### config.mk
export PLATFORM = sky130hd
export DESIGN_NAME = seg_scan_driver
export DESIGN_NICKNAME = d
export VERILOG_FILES = /design/src/rtl/seg_scan_driver.sv
export SDC_FILE = /design/constraint.sdc
export NUM_CORES = 1
export LEC_CHECK = 0
export ABC_AREA = 1
export BUFFER_PORTS_ARGS = -buffer_cell sky130_fd_sc_hd__buf_2
export CAP_MARGIN = 25
export CORE_AREA = 10 10 112 114
export DETAILED_ROUTE_END_ITERATION = 12
export DIE_AREA = 0 0 122 124
export MAX_ROUTING_LAYER = met4
export PLACE_DENSITY = 0.8
export SYNTH_ARGS = -nofsm -noshare
export SYNTH_HDL_FRONTEND = slang
export SYNTH_SLANG_ARGS = --single-unit
### constraint.sdc
create_clock -name clk -period 3 [get_ports clk]
set_input_delay 0.15 -clock clk [delete_from_list [all_inputs] [get_ports clk]]
set_output_delay 0.15 -clock clk [all_outputs]
set_load 0.02 [all_outputs]
### src/rtl/seg_scan_driver.sv
// Multiplexed 8-digit seven-segment scanner with per-frame input shadowing,
// blink, decimal points and leading-zero blanking. Outputs are active-low.
module seg_scan_driver #(
   parameter int SCAN_DIV     = 50000,
   parameter int BLINK_FRAMES = 64
) (
   input  logic        clk,
   input  logic        rst,
   input  logic [31:0] digits,
   input  logic [7:0]  en_mask,
   input  logic [7:0]  dp_mask,
   input  logic [7:0]  blink_mask,
   input  logic        lzb,
   output logic [7:0]  an,
   output logic [7:0]  seg,
   output logic        frame_start
);

   localparam int DIV_W = (SCAN_DIV > 2) ? $clog2(SCAN_DIV) : 1;
   localparam int BLK_W = (BLINK_FRAMES > 1) ? $clog2(BLINK_FRAMES) : 1;
   localparam logic [DIV_W-1:0] DIV_LAST = DIV_W'(SCAN_DIV - 1);
   localparam logic [BLK_W-1:0] BLK_LAST = BLK_W'(BLINK_FRAMES - 1);

   logic [DIV_W-1:0] div_cnt;
   logic [2:0]       idx;
   logic             tick;
   logic             boundary;

   logic [BLK_W-1:0] blink_cnt;
   logic             blink_phase;

   logic [31:0]      sh_digits;
   logic [7:0]       sh_en;
   logic [7:0]       sh_dp;
   logic [7:0]       sh_blink;
   logic             sh_lzb;

   logic [3:0]       cur_code;
   logic             upper_zero;
   logic             blank;
   logic [7:0]       an_nxt;
   logic [7:0]       seg_nxt;

   assign tick     = (div_cnt == DIV_LAST);
   assign boundary = tick && (idx == 3'd7);

   function automatic logic [6:0] decode(input logic [3:0] code);
      logic [6:0] s;
      case (code)
         4'h0:    s = 7'h40;
         4'h1:    s = 7'h79;
         4'h2:    s = 7'h24;
         4'h3:    s = 7'h30;
         4'h4:    s = 7'h19;
         4'h5:    s = 7'h12;
         4'h6:    s = 7'h02;
         4'h7:    s = 7'h78;
         4'h8:    s = 7'h00;
         4'h9:    s = 7'h10;
         4'hA:    s = 7'h08;
         4'hB:    s = 7'h03;
         4'hC:    s = 7'h46;
         4'hD:    s = 7'h21;
         4'hE:    s = 7'h06;
         default: s = 7'h0E;
      endcase
      return s;
   endfunction

   // Slot divider and slot index
   always_ff @(posedge clk or posedge rst) begin
      if (rst) begin
         div_cnt <= '0;
         idx     <= 3'd0;
      end else if (tick) begin
         div_cnt <= '0;
         idx     <= idx + 3'd1;
      end else begin
         div_cnt <= div_cnt + DIV_W'(1);
      end
   end

   // Blink phase flips once every BLINK_FRAMES frames
   always_ff @(posedge clk or posedge rst) begin
      if (rst) begin
         blink_cnt   <= '0;
         blink_phase <= 1'b0;
      end else if (boundary) begin
         if (blink_cnt == BLK_LAST) begin
            blink_cnt   <= '0;
            blink_phase <= ~blink_phase;
         end else begin
            blink_cnt <= blink_cnt + BLK_W'(1);
         end
      end
   end

   // Inputs are only sampled at frame boundaries so a frame is always coherent
   always_ff @(posedge clk or posedge rst) begin
      if (rst) begin
         sh_digits <= 32'h0;
         sh_en     <= 8'h00;
         sh_dp     <= 8'h00;
         sh_blink  <= 8'h00;
         sh_lzb    <= 1'b0;
      end else if (boundary) begin
         sh_digits <= digits;
         sh_en     <= en_mask;
         sh_dp     <= dp_mask;
         sh_blink  <= blink_mask;
         sh_lzb    <= lzb;
      end
   end

   always_comb begin
      cur_code   = sh_digits[{idx, 2'b00} +: 4];
      upper_zero = 1'b1;
      for (int i = 0; i < 8; i++) begin
         if ((3'(i) >= idx) && (sh_digits[4*i +: 4] != 4'h0)) begin
            upper_zero = 1'b0;
         end
      end
      blank = !sh_en[idx]
              || (blink_phase && sh_blink[idx])
              || (sh_lzb && (idx != 3'd0) && upper_zero);
      an_nxt  = 8'hFF;
      seg_nxt = 8'hFF;
      if (!blank) begin
         an_nxt  = ~(8'h01 << idx);
         seg_nxt = {~sh_dp[idx], decode(cur_code)};
      end
   end

   always_ff @(posedge clk or posedge rst) begin
      if (rst) begin
         an          <= 8'hFF;
         seg         <= 8'hFF;
         frame_start <= 1'b0;
      end else begin
         an          <= an_nxt;
         seg         <= seg_nxt;
         frame_start <= boundary;
      end
   end

endmodule

==> impl_metrics.toml, run 1 <==
[cts]
clockRootBuffer = "sky130_fd_sc_hd__clkbuf_8"
clock_sink_count = 100
path_clk_slew_ps = 90
postCtsResizedCells = 0
cts_inserted_buffers = 9
clk-insertion-delay-late_ps = 360
clockBufferDepth = 2
cts_tree = "built"
cts-htree-levels = 3

[synthesis]
synthDominantCellAreaShare_pct = 41.3
syn_area_um2 = 5090
synth-async-reset-ratio_pct = 100
postSynthNetCount = 733
synth.ff_latch_count = 100
yosys_top_cell_by_area = "sky130_fd_sc_hd__dfrtp_1"
post_synth_inst_count = 660
synthDistinctLibCells = 32
synth.avg_cell_area_um2 = 7.72
synth_warnings = 0
yosys_most_used_dff = "sky130_fd_sc_hd__dfrtp_1"
number_of_enable_flip_flop_cells_after_synthesis = 0
synth_top_cells_by_area = "sky130_fd_sc_hd__dfrtp_1 (41%), sky130_fd_sc_hd__nand2_1 (21%), sky130_fd_sc_hd__dfstp_2 (8.3%), sky130_fd_sc_hd__inv_1 (4.8%), sky130_fd_sc_hd__nand3_1 (4.1%)"
synth_sequential_area_ratio_pct = 49.5

[critical_path]
timing.critical_path.slowest_cell_delay_ps = 510
critPathRequiredTime_ps = 3270
critical_path.cell_chain = "inv_1, nor2_4, o211ai_1, nand2_1, nor2_1, inv_1, ha_1, inv_1, a21oi_1, nand2_1, nand3_1"
reg2regPathDepth = 11
critical-path-slowest-cell = "sky130_fd_sc_hd__dfrtp_1"
start_kind = "register"
critical_path_peak_fanout = 9
timing.critical_path.arrival_ps = 2650
r2r-start = "idx[1]$_DFFE_PP0N_"
timing.critical_path.mode_cell = "sky130_fd_sc_hd__inv_1"
setup.worst_path.end_class = "register"
crit_start = "idx[1]$_DFFE_PP0N_"
worstSetupPathType = "register to register"

[hold_path]
timing.hold.worst.class = "input port to register"
hold_path_depth = 3
worst_hold_startpoint = "dp_mask[7]"

[global_route]
grt_use_total_pct = 17.1
antenna_found_initial = 0
pin_count_of_the_biggest_net_entering_global_routing = 101
global_route_wire_length_before_repair_um = 20700
overflow = 0
vias_in_the_first_global_route = 4540

[sta]
final.setup.tns_ps = 0
report.final.hold_viol_count = 0
final_ws_setup_ps = 619
clock-skew-final_ps = 11.6
clock.fmax_mhz = 420
finalCriticalPeriod_ps = 2380
relSlewSlack_pct = 60.3
report.final.setup_viol = 0
max_slew.worst_pin.slew_ps = 593
drv_slew = 0
rsz0062_at_grt = "no"
final_min_period_over_clock_period_pct = 79.4

[power_and_ir_drop]
p_seq_share_pct = 56.8
power.ir.vdd_worst_v = 0.000201
power_frac_comb_pct = 4.5
power_report.internal_total_w = 0.00187
power.density_nw_per_um2 = 385
swShare_pct = 21.2
net_switching_power_figure_w = 0.000504
power.static_leakage_nw = 3.13
clockPowerShare_pct = 38.7

[route]
number_of_drc_markers_after_the_initial_detailed_route_iteration = 344
wl_um = 12300
drt_pre_antenna_iters = 5
routed_via_density = 4.98
num_vias = 4551
wl_per_cell_um = 13.5
antenna_left = 0
route.detailed.drc = 0

[layout]
layout-area-overhead-vs-synth_pct = 21.1
most_used_cells_in_the_layout_excluding_fill_and_tap_cells = "sky130_fd_sc_hd__nand2_1 (282), sky130_fd_sc_hd__dfrtp_1 (84), sky130_fd_sc_hd__buf_2 (75)"
final_layout_size_suffix_gt1_share_pct = 16.6
final_net_count = 845
num_antenna_cells = 0
layout.cells.most_common = "sky130_fd_sc_hd__nand2_1"
fill_cells = 896

[placed_design]
place_worst_setup_slack_ps = 673
gp_congestion = 0.892
detailed_place_hpwl_um = 8670
port_buffers = 75

[status]
run_status = "finished clean"

[die]
ioPinCount = 76
die_width_um = 122
die-area_um2 = 15100
initial_core_util_pct = 49.8
die-height_um = 124
core_um2 = 10200
row_count = 37

[run]
number_of_violations_of_the_max_capacitance_limit = 0
stage by stage:
step	util, %	instances	total power [W]	instance area [um2]	hold slack (ps)
after floorplan	-	660	0.00139	5090	260
final	60.3	913	0.00237	6170	8.07
after detailed placement	54.1	856	0.00144	5540	310
after global routing	60.3	913	0.00246	6170	4.68
after global placement	54.1	856	0.00144	5540	309
after CTS	60.3	913	0.00239	6170	0.0190
synthesized netlist by cell type, types with 2 or more instances:
cell                       instances
sky130_fd_sc_hd__nand2_1         282
sky130_fd_sc_hd__dfrtp_1          84
sky130_fd_sc_hd__inv_1            65
sky130_fd_sc_hd__nor2_1           47
sky130_fd_sc_hd__nand3_1          42
sky130_fd_sc_hd__o21ai_0          32
sky130_fd_sc_hd__dfstp_2          16
sky130_fd_sc_hd__ha_1             14
sky130_fd_sc_hd__a21oi_1           8
sky130_fd_sc_hd__nor3_1            8
sky130_fd_sc_hd__xor2_1            8
sky130_fd_sc_hd__buf_6             7
sky130_fd_sc_hd__buf_2             6
sky130_fd_sc_hd__o21ai_1           6
sky130_fd_sc_hd__buf_4             4
sky130_fd_sc_hd__nand4_1           4
sky130_fd_sc_hd__nor2_4            4
sky130_fd_sc_hd__inv_2             3
sky130_fd_sc_hd__o211ai_1          3
sky130_fd_sc_hd__clkbuf_1          2
sky130_fd_sc_hd__nand2_2           2
sky130_fd_sc_hd__nor2_2            2
sky130_fd_sc_hd__xnor2_1           2
path summary, 6_finish.rpt:
check | endpoint | slack [ps]
worst min register to register | div_cnt[0]$_DFF_PP0_ | 480
max in group asynchronous | seg[0]$_DFF_PP1_ | 2160
worst min-delay path | sh_dp[7]$_DFFE_PP0P_ | 8
min in group asynchronous | div_cnt[12]$_DFF_PP0_ | 440
worst max-delay path | seg[3]$_DFF_PP1_ | 620
worst max register to register | seg[3]$_DFF_PP1_ | 620
critical path, delay by kind of cell (launching register included):
kind            cells  cell delay [ps]
simple gates        5              750
flops               1              510
compound gates      2              190
fa+ha+maj           1              270
buf+inv             3              570
flip-flops by register name (all words and copies together) (netlist names):
register     count
sh_en            8
sh_lzb           1
sh_digits       32
blink_phase      1
sh_blink         8
seg              8
frame_start      1
an               8
blink_cnt        6
idx              3
div_cnt         16
sh_dp            8
layout make-up:
type,instances,area (um2),area share (%)
Tap cell,136,170,2.76
Clock inverter,4,55.1,0.892
Timing Repair Buffer,121,836,13.5
Multi-Input combinational cell,471,2160,35.0
Clock buffer,12,165,2.68
Inverter,69,262,4.24
Sequential cell,100,2520,40.9
power groups by stage:
| stage | registers (W) | clock network, W | logic, W |
|---|---|---|---|
| after global placement | 0.00137 | 0 | 0.0000650 |
| final | 0.00135 | 0.000920 | 0.000107 |
| after floorplan | 0.00137 | 0 | 0.0000194 |
| after global routing | 0.00135 | 0.000990 | 0.000120 |
| after CTS | 0.00135 | 0.000938 | 0.000107 |
| after detailed placement | 0.00137 | 0 | 0.0000664 |
logic make-up (layout without fill, tap and decap cells):
kind of cell | count (synthesis) | after routing | share of synthesized area, %
flops | 100 | 100 | 49.5
compound gates | 51 | 51 | 5.28
buf+inv | 89 | 206 | 8.08
simple gates | 396 | 396 | 32.0
xor+xnor | 10 | 10 | 1.72
fa+ha+maj | 14 | 14 | 3.44
metal layers:
metal	vias to the layer above	track usage (%)	wire, um
li1	2256	-	-
met2	138	27.8	5920
met4	0	5.66	174
met1	2143	21.6	5530
met5	-	-	0
met3	14	2.58	676
repair_timing:
item,CTS,global route
buffers inserted,0,0
endpoints found under the hold margin,124,0
hold buffers,41,0
No activity file was read; power rests on OpenSTA's default activity.
==> run 2, diff against run 1 <==
--- a/config.mk
+++ b/config.mk
@@ -12,7 +12,7 @@
 export DETAILED_ROUTE_END_ITERATION = 12
 export DIE_AREA = 0 0 122 124
 export MAX_ROUTING_LAYER = met4
-export PLACE_DENSITY = 0.8
+export PLACE_DENSITY = 0.82
 export SYNTH_ARGS = -nofsm -noshare
 export SYNTH_HDL_FRONTEND = slang
 export SYNTH_SLANG_ARGS = --single-unit
==> constraint.sdc (replaced) <==
create_clock -name clk -period 2.07 [get_ports clk]
set_input_delay 0.1035 -clock clk [delete_from_list [all_inputs] [get_ports clk]]
set_output_delay 0.1035 -clock clk [all_outputs]
set_load 0.02 [all_outputs]
==> impl_metrics.toml, run 2 (synthesized netlist as in run 1, its figures left out) <==
[global_route]
grt_use_total_pct = 18.4
antenna_found_initial = 1
global_route_wire_length_before_repair_um = 21800
pin_count_of_the_biggest_net_entering_global_routing = 101
overflow = 0
vias_in_the_first_global_route = 4530

[critical_path]
timing.critical_path.arrival_ps = 2170
critical-path-slowest-cell = "sky130_fd_sc_hd__dfrtp_1"
reg2reg_slack_ps = 170
cp_top_family = "simple AND/OR/NAND/NOR gates"
reg2regPathDepth = 11
critical_path.cell_chain = "buf_4, nor2_4, o211ai_1, nand2_1, nor2_1, buf_4, ha_1, nand2_1, nor2_1, nor2_1, nand2_1"
worst-path-stages = 11
timing.critical_path.buf_inv = 2
setup.worst_path.end_class = "register"
critical_path_peak_fanout = 6
r2r-start = "idx[2]$_DFFE_PP0N_"
start_kind = "register"
ff_to_ff_end = "seg[1]$_DFF_PP1_"
worstSetupPathType = "register to register"
timing.critical_path.slowest_cell_delay_ps = 460
critPathRequiredTime_ps = 2350

[layout]
largest_register_ff_count = 32
fill_cells = 837
final_core_utilization_pct = 63.0
layout.cells.most_common = "sky130_fd_sc_hd__nand2_1"
most_used_cells_in_the_layout_excluding_fill_and_tap_cells = "sky130_fd_sc_hd__nand2_1 (282), sky130_fd_sc_hd__dfrtp_1 (83), sky130_fd_sc_hd__buf_2 (75)"
largest_registers = "sh_digits: 32 flops, div_cnt: 16 flops"
registers.top_by_ff_count = "sh_digits"
final_layout_size_suffix_gt1_share_pct = 17.1
final_net_count = 868
finish.cell_count_without_fillers = 937
layout-area-overhead-vs-synth_pct = 26.5

[die]
die-area_um2 = 15100
die-height_um = 124
core_um2 = 10200
row_count = 37
die_width_um = 122
initial_core_util_pct = 49.8
ioPinCount = 76

[hold_path]
timing.hold.worst.class = "input port to async pin"

[power_and_ir_drop]
power.ir.vdd_worst_v = 0.000427
power.static_leakage_nw = 3.24
power.density_nw_per_um2 = 560

[cts]
cts_inserted_buffers = 9
clockRootBuffer = "sky130_fd_sc_hd__clkbuf_8"
cts_tree = "built"
clock_sink_count = 100
clk-insertion-delay-late_ps = 360
clockBufferDepth = 2
cts_setup_buffers = 0
cts-htree-levels = 3
path_clk_slew_ps = 90

[sta]
final_min_period_over_clock_period_pct = 91.6
relSlewSlack_pct = 66.5
clock-skew-final_ps = 17.4
drv_slew = 0
rsz0062_at_grt = "no"
holdWs_ps = 433
report.final.hold_viol_count = 0
report.final.setup_viol = 0
max_slew.worst_pin.slew_ps = 502
finalCriticalPeriod_ps = 1900
clock.fmax_mhz = 527
final.setup.tns_ps = 0

[run]
number_of_violations_of_the_max_capacitance_limit = 0

[route]
antenna_left = 0
wl_per_cell_um = 13.7
num_vias = 4566
wl_um = 12800
drt_pre_antenna_iters = 6
routed_via_density = 4.87
route.detailed.drc = 0
number_of_drc_markers_after_the_initial_detailed_route_iteration = 311

[placed_design]
detailed_place_hpwl_um = 8550
gp_congestion = 0.982
port_buffers = 75
dpl.cell_count = 862

[status]
run_status = "finished clean"
## run 2: changes by cell type in the layout (fill, tap and decap cells not counted), moves of 2 or more
cell	delta
sky130_fd_sc_hd__clkbuf_8	-3
sky130_fd_sc_hd__bufinv_16	+2
sky130_fd_sc_hd__buf_12	+2
sky130_fd_sc_hd__inv_1	-2
sky130_fd_sc_hd__buf_4	+4
sky130_fd_sc_hd__dlygate4sd3_1	+17
sky130_fd_sc_hd__inv_2	+2
## run 2: metal layers
metal	vias to the layer above	track usage (%)	share of wire (%)
met4	0	7.08	2.5
met5	-	-	0
met1	2084	22.2	43
met2	148	29.3	48
met3	26	4.25	6.3
li1	2308	-	-
## run 2: power by group
part / switching (W) / internal [W] / leakage (nW)
registers: 0 / 0.00195 / 1.03
clock network: 0.000660 / 0.000806 / 0.117
logic: 0.0000728 / 0.000114 / 2.10
total: 0.000733 / 0.00287 / 3.24
## run 2: metrics by stage
| stage | setup WS [ps] | area (um2) | total power (W) |
|---|---|---|---|
| floorplan | 154 | 5100 | 0.00202 |
| global placement | 221 | 5610 | 0.00209 |
| detailed placement | 196 | 5610 | 0.00209 |
| CTS | 164 | 6430 | 0.00362 |
| global route | 5.32 | 6440 | 0.00373 |
| finish | 174 | 6440 | 0.00361 |
## run 2: worst max path at each step
| stage | startpoint | endpoint | slack, ps |
|---|---|---|---|
| 6_report | idx[2]$_DFFE_PP0N_ | seg[1]$_DFF_PP1_ | 170 |
| 5_1_grt | idx[2]$_DFFE_PP0N_ | seg[3]$_DFF_PP1_ | 5 |
| 4_1_cts | idx[0]$_DFFE_PP0N_ | seg[3]$_DFF_PP1_ | 160 |
| 3_5_place_dp | idx[2]$_DFFE_PP0N_ | seg[1]$_DFF_PP1_ | 200 |
| 3_3_place_gp | idx[0]$_DFFE_PP0N_ | seg[3]$_DFF_PP1_ | 220 |
| 2_1_floorplan | idx[0]$_DFFE_PP0N_ | seg[0]$_DFF_PP1_ | 150 |
## run 2: final cells by class
cell class / count / area (um2) / share of cell area (%)
sequential: 100 / 2520 / 39.2
multi-input combinational: 471 / 2160 / 33.6
timing repair buffer: 144 / 1080 / 16.7
inverter: 69 / 265 / 4.12
tap: 136 / 170 / 2.64
clock buffer: 10 / 128 / 1.98
clock inverter: 6 / 111 / 1.73
antenna: 1 / 2.50 / 0.0389
## run 2: repair_timing
item | 4_1_cts | 5_1_grt
hold buffers | 58 | 0
setup endpoints to repair | 0 | 3
endpoints found under the hold margin | 141 | 0
resized for setup | 0 | 5
## run 2: tightest hold or removal path: stages
cell	delay [ps]
sky130_fd_sc_hd__dlygate4sd3_1	530
sky130_fd_sc_hd__buf_2	130
sky130_fd_sc_hd__clkinvlp_4	70
sky130_fd_sc_hd__buf_12	400
==> run 3, diff against run 2 <==
--- a/config.mk
+++ b/config.mk
@@ -5,12 +5,12 @@
 export SDC_FILE = /design/constraint.sdc
 export NUM_CORES = 1
 export LEC_CHECK = 0
-export ABC_AREA = 1
+export ABC_AREA = 0
 export BUFFER_PORTS_ARGS = -buffer_cell sky130_fd_sc_hd__buf_2
 export CAP_MARGIN = 25
-export CORE_AREA = 10 10 112 114
+export CORE_AREA = 10 10 111 113
 export DETAILED_ROUTE_END_ITERATION = 12
-export DIE_AREA = 0 0 122 124
+export DIE_AREA = 0 0 121 123
 export MAX_ROUTING_LAYER = met4
 export PLACE_DENSITY = 0.82
 export SYNTH_ARGS = -nofsm -noshare
==> impl_metrics.toml, run 3 <==
[die]
initial_core_util_pct = 48.6
core_um2 = 10100
row_count = 37
ioPinCount = 76
die_width_um = 121
die-height_um = 123
die-area_um2 = 14900

[critical_path]
timing.critical_path.arrival_ps = 2400
critical_path.cell_chain = "mux4_2, mux2i_4, inv_2, ha_4, mux2_4, nand3_2, nand4_1"
worstSetupPathType = "register to register"
critical-path-slowest-cell = "sky130_fd_sc_hd__mux4_2"
critical_path_peak_fanout = 7
start_kind = "register"
setup.worst_path.end_class = "register"
critPathRequiredTime_ps = 2360
timing.critical_path.slowest_cell_delay_ps = 560

[synthesis]
synth.avg_cell_area_um2 = 9.98
synth_top_cells_by_area = "sky130_fd_sc_hd__dfrtp_1 (43%), sky130_fd_sc_hd__nand2_1 (15%), sky130_fd_sc_hd__dfstp_2 (8.5%), sky130_fd_sc_hd__ha_1 (3.6%), sky130_fd_sc_hd__mux4_1 (3.2%)"
synth.ff_latch_count = 100
synthDistinctLibCells = 53
synth_warnings = 0
synth-async-reset-ratio_pct = 100
yosys-top-cells-count = "sky130_fd_sc_hd__nand2_1 (193), sky130_fd_sc_hd__dfrtp_1 (84), sky130_fd_sc_hd__nor2_1 (18)"
yosys_most_used_dff = "sky130_fd_sc_hd__dfrtp_1"
postSynthNetCount = 567
synthDominantCellAreaShare_pct = 42.7
post_synth_inst_count = 494
syn_area_um2 = 4930
synth_sequential_area_ratio_pct = 51.2
yosys_top_cell_by_area = "sky130_fd_sc_hd__dfrtp_1"
number_of_enable_flip_flop_cells_after_synthesis = 0
yosys.cell_count.top_type = "sky130_fd_sc_hd__nand2_1"

[route]
num_vias = 4189
wl_per_cell_um = 17.0
antenna_left = 0
wl_um = 13500
number_of_drc_markers_after_the_initial_detailed_route_iteration = 275
route.detailed.drc = 0
routed_via_density = 5.30
drt_pre_antenna_iters = 5

[layout]
final_layout_size_suffix_gt1_share_pct = 29.2
postLayoutCellArea_um2 = 6600
layout.cells.most_common = "sky130_fd_sc_hd__nand2_1"
largest_registers = "sh_digits: 32 flops, div_cnt: 16 flops"
largest_register_ff_count = 32
most_used_cells_in_the_layout_excluding_fill_and_tap_cells = "sky130_fd_sc_hd__nand2_1 (192), sky130_fd_sc_hd__dfrtp_1 (81), sky130_fd_sc_hd__buf_2 (75)"
layout-area-overhead-vs-synth_pct = 33.9
num_antenna_cells = 0
final_core_utilization_pct = 65.1
fill_cells = 717
final_net_count = 722
registers.top_by_ff_count = "sh_digits"

[cts]
clockBufferDepth = 2
path_clk_slew_ps = 110
cts-htree-levels = 3
clockRootBuffer = "sky130_fd_sc_hd__clkbuf_8"
clock_sink_count = 100
cts_tree = "built"
clk-insertion-delay-late_ps = 380
cts_inserted_buffers = 9

[placed_design]
gp_congestion = 0.952
port_buffers = 75
place_area_um2 = 5630
detailed_place_hpwl_um = 8680

[global_route]
grt_use_total_pct = 18.1
antenna_found_initial = 0
vias_in_the_first_global_route = 4239
overflow = 0
pin_count_of_the_biggest_net_entering_global_routing = 39
global_route_wire_length_before_repair_um = 21300

[status]
run_status = "complete, but fails checks"
violations = "setup timing"

[power_and_ir_drop]
power.density_nw_per_um2 = 526
power_frac_comb_pct = 5.5
swShare_pct = 23.3
power_report.internal_total_w = 0.00266
clockPowerShare_pct = 38.2
p_seq_share_pct = 56.3
net_switching_power_figure_w = 0.000809
power.static_leakage_nw = 2.91
power.ir.vdd_worst_v = 0.000369

[sta]
drv_slew = 0
rsz0062_at_grt = "yes"
clock.fmax_mhz = 474
final_min_period_over_clock_period_pct = 102
report.final.hold_viol_count = 0
final_ws_setup_ps = -40.5
report.final.setup_viol = 5
max_slew.worst_pin.slew_ps = 750
clock-skew-final_ps = 12.2
finalCriticalPeriod_ps = 2110
relSlewSlack_pct = 49.9

[hold_path]
timing.hold.worst.class = "input port to async pin"

[run]
number_of_violations_of_the_max_capacitance_limit = 0
run 3: cell types whose count changed after synthesis, moves of 6 or more:
cell	before	now
sky130_fd_sc_hd__o21ai_0	32	8
sky130_fd_sc_hd__nand3_1	42	13
sky130_fd_sc_hd__nor2_1	47	18
sky130_fd_sc_hd__xnor2_1	2	8
sky130_fd_sc_hd__mux2i_1	0	6
sky130_fd_sc_hd__nand2_1	282	193
sky130_fd_sc_hd__mux4_2	0	6
sky130_fd_sc_hd__nand4_1	4	13
sky130_fd_sc_hd__mux4_1	0	6
sky130_fd_sc_hd__inv_1	65	10
sky130_fd_sc_hd__or4_1	0	6
run 3: final timing paths:
kind | slack, ps | depth (start not counted) | end | startpoint
setup / recovery | -40 | 7 | seg[3]$_DFF_PP1_ | idx[1]$_DFFE_PP0N_
hold / removal | 390 | 3 | sh_digits[22]$_DFFE_PP0P_ | rst
setup reg to reg | -40 | 7 | seg[3]$_DFF_PP1_ | idx[1]$_DFFE_PP0N_
hold reg to reg | 490 | 2 | sh_blink[6]$_DFFE_PP0P_ | sh_blink[6]$_DFFE_PP0P_
max in group asynchronous | 1000 | 4 | an[2]$_DFF_PP1_ | rst
min in group clk | 450 | 4 | sh_en[0]$_DFFE_PP0P_ | en_mask[0]
run 3: cell type report:
class	instances	area (um2)	share of cell area (%)
inverter	12	52.6	0.796
multi-input combinational	359	2330	35.3
clock inverter	7	93.8	1.42
sequential	100	2530	38.3
tap	136	170	2.58
clock buffer	9	124	1.88
timing repair buffer	167	1310	19.8
run 3: metal layers:
metal / vias up / track usage [%] / part of all wire [%]
li1: 1958 / - / -
met1: 2043 / 22.0 / 41
met2: 153 / 29.1 / 50
met3: 35 / 4.33 / 6.6
met4: 0 / 6.41 / 2.5
met5: - / - / 0
run 3: critical path, delay by kind of cell (launching register included):
family / cells / cell delay [ps]
fa+ha+maj: 1 / 200
flops: 1 / 470
mux: 3 / 1070
buf+inv: 1 / 130
simple gates: 2 / 160
run 3: per-stage QoR:
step	total power (W)	worst slack, ps	setup TNS, ps	hold slack [ps]	std cells
CTS	0.00349	-3.28	-3.28	400	787
global route	0.00360	-138	-641	435	790
floorplan	0.00202	-231	-682	209	494
detailed placement	0.00209	-169	-843	270	711
finish	0.00347	-40.5	-121	391	790
global placement	0.00209	-119	-369	264	711
run 3: what timing repair did:
action	4_1_cts	5_1_grt
hold buffers	58	0
setup endpoints to repair	7	10
buffers inserted	2	3
pin swaps	3	8
endpoints found under the hold margin	80	0
resized for setup	9	26
run 3: kinds of logic after synthesis:
logic type,count (synthesis),share of synthesized area (%)
and+or+nand+nor,277,25.4
DFF,100,51.2
buffers and inverters,35,4.19
AOI/OAI and AO/OA,26,3.53
muxes,24,8.99
xor gates and xnor gates,18,3.20
adders and majority gates,14,3.55
run 3: power by group through the flow:
stage                     Clock (W)  Combinational (W)  Sequential [W]
after global routing        0.00144           0.000210         0.00195
after floorplan                   0          0.0000298         0.00199
final                       0.00133           0.000192         0.00195
after global placement            0           0.000101         0.00199
after CTS                   0.00135           0.000187         0.00195
after detailed placement          0           0.000103         0.00199
